File: src/rtl/fetch_sequencer.sv
// Fetch stage: program counter, zero flag, branch resolution and a small
// return-address stack feeding the control unit.
module fetch_sequencer #(
  parameter int PC_W        = 10,
  parameter int INSTR_W     = 16,
  parameter int STACK_DEPTH = 4
) (
  input  logic               clk_i,
  input  logic               reset_i,
  input  logic               stall_i,
  output logic [PC_W-1:0]    imem_addr_o,
  input  logic [INSTR_W-1:0] imem_data_i,
  output logic [INSTR_W-1:0] instr_o,
  output logic [5:0]         opcode_o,
  input  logic               wez_i,
  input  logic               alu_zero_i,
  output logic               zflag_o,
  output logic               branch_taken_o,
  output logic               stack_err_o
);

  localparam int SP_W  = $clog2(STACK_DEPTH + 1);
  localparam int IDX_W = (STACK_DEPTH > 1) ? $clog2(STACK_DEPTH) : 1;
  localparam logic [SP_W-1:0] DEPTH_C = SP_W'(STACK_DEPTH);

  localparam logic [5:0] OP_J    = 6'b111100;
  localparam logic [5:0] OP_JZ   = 6'b111101;
  localparam logic [5:0] OP_JNZ  = 6'b111110;
  localparam logic [5:0] OP_CALL = 6'b111000;
  localparam logic [5:0] OP_RET  = 6'b111001;

  logic [PC_W-1:0] pc_q, pc_d;
  logic            zflag_q, zflag_d;
  logic            taken_q, taken_d;
  logic            err_q, err_d;
  logic [SP_W-1:0] sp_q, sp_d;
  logic [PC_W-1:0] stack_q [STACK_DEPTH];

  logic             push_en;
  logic [IDX_W-1:0] push_idx;
  logic [PC_W-1:0]  seq_pc, tgt_pc;
  logic [SP_W-1:0]  sp_m1;

  assign instr_o        = imem_data_i;
  assign opcode_o       = imem_data_i[INSTR_W-1 -: 6];
  assign imem_addr_o    = pc_q;
  assign zflag_o        = zflag_q;
  assign branch_taken_o = taken_q;
  assign stack_err_o    = err_q;

  assign seq_pc = pc_q + 1'b1;
  assign tgt_pc = imem_data_i[PC_W-1:0];
  assign sp_m1  = sp_q - 1'b1;

  always_comb begin
    pc_d     = pc_q;
    zflag_d  = zflag_q;
    taken_d  = taken_q;
    err_d    = err_q;
    sp_d     = sp_q;
    push_en  = 1'b0;
    push_idx = sp_q[IDX_W-1:0];
    if (!stall_i) begin
      // Branch decisions use the flag value from before this instruction.
      if (wez_i) zflag_d = alu_zero_i;
      pc_d    = seq_pc;
      taken_d = 1'b0;
      unique case (opcode_o)
        OP_J: begin
          pc_d    = tgt_pc;
          taken_d = 1'b1;
        end
        OP_JZ: begin
          if (zflag_q) begin
            pc_d    = tgt_pc;
            taken_d = 1'b1;
          end
        end
        OP_JNZ: begin
          if (!zflag_q) begin
            pc_d    = tgt_pc;
            taken_d = 1'b1;
          end
        end
        OP_CALL: begin
          if (sp_q < DEPTH_C) begin
            push_en = 1'b1;
            sp_d    = sp_q + 1'b1;
            pc_d    = tgt_pc;
            taken_d = 1'b1;
          end else begin
            err_d = 1'b1;
          end
        end
        OP_RET: begin
          if (sp_q != '0) begin
            sp_d    = sp_m1;
            pc_d    = stack_q[sp_m1[IDX_W-1:0]];
            taken_d = 1'b1;
          end else begin
            err_d = 1'b1;
          end
        end
        default: ;
      endcase
    end
  end

  always_ff @(posedge clk_i) begin
    if (reset_i) begin
      pc_q    <= '0;
      zflag_q <= 1'b0;
      taken_q <= 1'b0;
      err_q   <= 1'b0;
      sp_q    <= '0;
      for (int i = 0; i < STACK_DEPTH; i++) stack_q[i] <= '0;
    end else begin
      pc_q    <= pc_d;
      zflag_q <= zflag_d;
      taken_q <= taken_d;
      err_q   <= err_d;
      sp_q    <= sp_d;
      for (int i = 0; i < STACK_DEPTH; i++)
        if (push_en && (push_idx == IDX_W'(i))) stack_q[i] <= seq_pc;
    end
  end

endmodule

File: config.mk
export PLATFORM = sky130hd
export DESIGN_NAME = fetch_sequencer
export DESIGN_NICKNAME = d
export VERILOG_FILES = /design/src/rtl/fetch_sequencer.sv
export SDC_FILE = /design/constraint.sdc
export NUM_CORES = 1
export LEC_CHECK = 0
export CORE_UTILIZATION = 38
export CTS_CLUSTER_DIAMETER = 200
export CTS_CLUSTER_SIZE = 8
export DETAILED_ROUTE_END_ITERATION = 7
export DONT_BUFFER_PORTS = 1
export GPL_TIMING_DRIVEN = 0
export PLACE_DENSITY = 0.57
export SLEW_MARGIN = 20
export SYNTH_ARGS = -nofsm -noshare
export SYNTH_HDL_FRONTEND = slang
export SYNTH_SLANG_ARGS = --single-unit
File: constraint.sdc
create_clock -name clk_i -period 2.75 [get_ports clk_i]
set_input_delay 0.55 -clock clk_i [delete_from_list [all_inputs] [get_ports clk_i]]
set_output_delay 0.55 -clock clk_i [all_outputs]
set_load 0.005 [all_outputs]
==> results.txt <==
The wire length of the first global-routing pass is 10600 microns. The cell sitting at the root of the clock tree is a sky130_fd_sc_hd__clkbuf_8. The total count of hold-check failures in the final report is 0.

In the final routed layout, each cell accounts on average for 18.2 microns. The floorplan row count came out at 32. The antenna violation net count after detailed routing came out at 0. Of the post-synthesis cell area, the part taken by muxes is 0.0952. The max-slew headroom at the worst pin came out at 0.607. The static leakage power is 1.10 nW. The clock passes through at most 2 buffers.

IR analysis of the VDD net gives a maximum drop of 0.000205 V. The worst slack at placement is 9.55 ps. For this design the total switching power over the nets is 0.392 mW. The relative contribution of sequential cells to total power is 0.605.

The count of pins on the block boundary came out at 56. The synthesized-area fraction occupied by and/or/nand/nor cells is 0.174. The synthesis-to-layout area growth is 7.24%. The combined area of the multi-input logic cells is 1250 sq um. The estimated wirelength of the detail-placed design is 4860 microns. The required time of the critical path is 2950 ps. The flip-flop cell with the highest count after synthesis is sky130_fd_sc_hd__edfxtp_1.

The worst min-delay path startpoint is alu_zero_i. Setup repair after global routing left no endpoint under its margin. The post-synthesis compound-gate area fraction came out at 0.0882. The most frequent cell after synthesis is sky130_fd_sc_hd__nor2_1. After synthesis, the largest family of logic cells by area is simple AND/OR/NAND/NOR gates. The distinct cell type count of the synthesized netlist came out at 46.

The number of instances in the synthesized netlist came out at 262. The startpoint identified for the worst register-to-register timing path is sp_q[0]. After global routing the overflow that remains totals 0. In this run the post-CTS setup repair buffer count came out at 0. In the post-synthesis netlist, the biggest area contributors are sky130_fd_sc_hd__edfxtp_1, sky130_fd_sc_hd__dfxtp_1, sky130_fd_sc_hd__mux4_2. In the post-route analysis, the smallest setup slack over all paths is 255 ps. For this run, global-route usage on met3 was measured as 0.0285.

The count of hold buffers inserted by post-cts repair came out at 0. The floorplan core area is 7730 sq um. From left edge to right edge, the die measures 91.2 microns.

The via count came out at 2026. Of the synthesized area, sequential elements account for 0.503. The synthesized netlist net count came out at 289. The met2 global-route usage is 0.296. After the first detailed-routing iteration, the DRC count stood at 67. The largest net degree at the start of global routing is 20. The biggest area contributor in the post-synthesis netlist is sky130_fd_sc_hd__edfxtp_1. STA classifies the critical path endpoint as a flip-flop. In this run the power density over the cells is 482 nW/um^2. The post-layout net count is 295.

The global routing met1 resource utilization is 0.210. The first-pass detailed-route iteration total came out at 4. The share of cells above drive strength 1 came out at 0.223. The worst clock skew came out at 9.34 ps. The run finished with clean final reports. The starting density of the core is 0.391.

The fraction of post-synthesis cell area in the top cell type by area is 0.397. Of the total synthesized cell area, the portion taken by XOR and XNOR cells is 0.0319. The adder-cell share of the synthesized area is 0.0248. Fill cells in the final layout number 737. The launching element of the worst setup path is sp_q[0]. In this run the worst hold path is classified as input port to flip-flop. Derived from the worst setup path, the maximum achievable clock frequency is 0.401 GHz. Setup violations remaining at the end of the flow were counted as 0. The number of port buffers came out at 0. STA classifies the critical path startpoint as a flip-flop.

The via count of the first global-routing pass is 2024. The share of the clock period used by the worst path after layout is 0.907. Clock-pin slew was measured on the worst setup and hold paths at 110 ps. The commonest cells after synthesis are sky130_fd_sc_hd__nor2_1, sky130_fd_sc_hd__edfxtp_1, sky130_fd_sc_hd__buf_4, sky130_fd_sc_hd__dfxtp_1, sky130_fd_sc_hd__nand2_1. The peak fanout along the critical path came out at 11. The mapped cell area is 3020 sq um. The count of state elements after synthesis came out at 56.

The critical path in this run is classified as flip-flop to flip-flop. The synthesis warning total came out at 0. The die is 91.2 microns tall.

At the worst endpoint, the arrival time is 2690 ps. In the global route stage, overall resource usage came out at 0.169. The internal power of the cells totals 1.17 mW. The number of enable-type register cells in the synthesized netlist is 40.

In the routed design, unresolved DRC markers number 0. The CTS tree is built. The final max-slew violation count is 0. The clock latency at the later pin of the worst-skew pair is 320 ps. For the pin with the worst max-slew slack, the measured transition is 586 ps. The final routed wirelength across all metal layers is 6750 microns. Dividing the detail-routed via count by the number of cells gives 5.46. Of all flip-flops after synthesis, the portion carrying an async set or reset was 0. The post-synthesis area per instance came out at 11.5 sq um. Counting the buffers created by CTS gives 5. At the end of routability-driven placement, the weighted congestion stood at 0.735. The tool flagged a number of max-cap violations equal to 0.

The final total negative setup slack came out at 0 ps. The part of the power in the clock network is 0.315. The post-layout minimum cycle time came out at 2500 ps. The share of total power dissipated in combinational logic is 0.081. The global routing stage identified its most utilized layer as met2. The combined flip-flop and latch cell area is 1520 sq um. The H-tree level count came out at 2.

Of the total power, the share spent switching nets is 0.251. The count of clock tree sinks came out at 56. The area of the die is 8320 sq um. The number of antenna violations at the first check in global routing came out at 0. 0 antenna diodes ended up in the layout.
-- registers in the layout, indices dropped and copies added, names as in the netlist --
signal	count
sp_q	3
branch_taken_o	1
stack_err_o	1
stack_q	40
imem_addr_o	10
zflag_o	1
-- cell families after synthesis --
group / Yosys count
adder cells (fa/ha/maj): 6
AND/OR/NAND/NOR: 102
AO/OA/AOI/OAI: 34
XOR/XNOR: 11
buffers and inverters: 38
flip-flops: 56
multiplexers: 15
-- cell type report --
class / count / share of cell area
buffer: 31 / 0.0687
clock buffer: 5 / 0.0212
clock inverter: 3 / 0.00810
inverter: 6 / 0.00695
multi-input combinational: 168 / 0.386
sequential: 56 / 0.469
tap: 102 / 0.0394
-- placed cells by master (no fill, tap or decap), types with 7 or more instances in the layout --
| master | Yosys | layout |
|---|---|---|
| sky130_fd_sc_hd__buf_4 | 24 | 24 |
| sky130_fd_sc_hd__dfxtp_1 | 16 | 16 |
| sky130_fd_sc_hd__edfxtp_1 | 40 | 40 |
| sky130_fd_sc_hd__mux4_2 | 10 | 10 |
| sky130_fd_sc_hd__nand2_1 | 11 | 11 |
| sky130_fd_sc_hd__nand3_1 | 7 | 7 |
| sky130_fd_sc_hd__nor2_1 | 47 | 47 |
| sky130_fd_sc_hd__xnor2_1 | 7 | 7 |
-- power groups by stage --
stage	registers [mW]	logic [mW]	clock network, mW
4_1_cts	0.946	0.127	0.497
2_1_floorplan	0.958	0.102	0
3_3_place_gp	0.964	0.127	0
3_5_place_dp	0.965	0.126	0
6_report	0.945	0.126	0.492
5_1_grt	0.949	0.137	0.528
-- path summary, 6_finish.rpt --
check,slack [ps],cells after the start,end
min,380,2,zflag_o
min reg2reg,520,2,stack_err_o
max reg2reg,250,6,imem_addr_o[8]
max,250,6,imem_addr_o[8]
-- per-stage QoR --
| stage | total power, mW | instance area (sq um) | hold WS (ps) | util | std cells |
|---|---|---|---|---|---|
| finish | 1.56 | 3240 | 385 | 0.420 | 371 |
| global route | 1.62 | 3240 | 411 | 0.420 | 371 |
| CTS | 1.57 | 3240 | 381 | 0.420 | 371 |
| detailed placement | 1.09 | 3150 | 508 | 0.408 | 364 |
| global placement | 1.09 | 3150 | 494 | 0.408 | 364 |
| floorplan | 1.06 | 3020 | 461 | - | 262 |
-- critical path, stage by stage (launching register included) --
cell and delay [ps]:
sky130_fd_sc_hd__dfxtp_1 500, sky130_fd_sc_hd__buf_4 300, sky130_fd_sc_hd__inv_1 110, sky130_fd_sc_hd__ha_1 620
sky130_fd_sc_hd__mux4_2 400, sky130_fd_sc_hd__a221oi_1 310, sky130_fd_sc_hd__a221oi_1 120
-- layer usage --
metal,vias to the layer above,part of all wire
li1,945,-
met1,1001,0.43
met2,71,0.49
met3,9,0.061
met4,0,0.018
met5,-,0
-- timing repair --
| item | 4_1_cts | 5_1_grt |
|---|---|---|
| gates resized for setup | 0 | 0 |
| endpoints found under the setup margin | 1 | 0 |
| hold endpoints to repair | 0 | 0 |
Power figures use the tool's default switching activity.
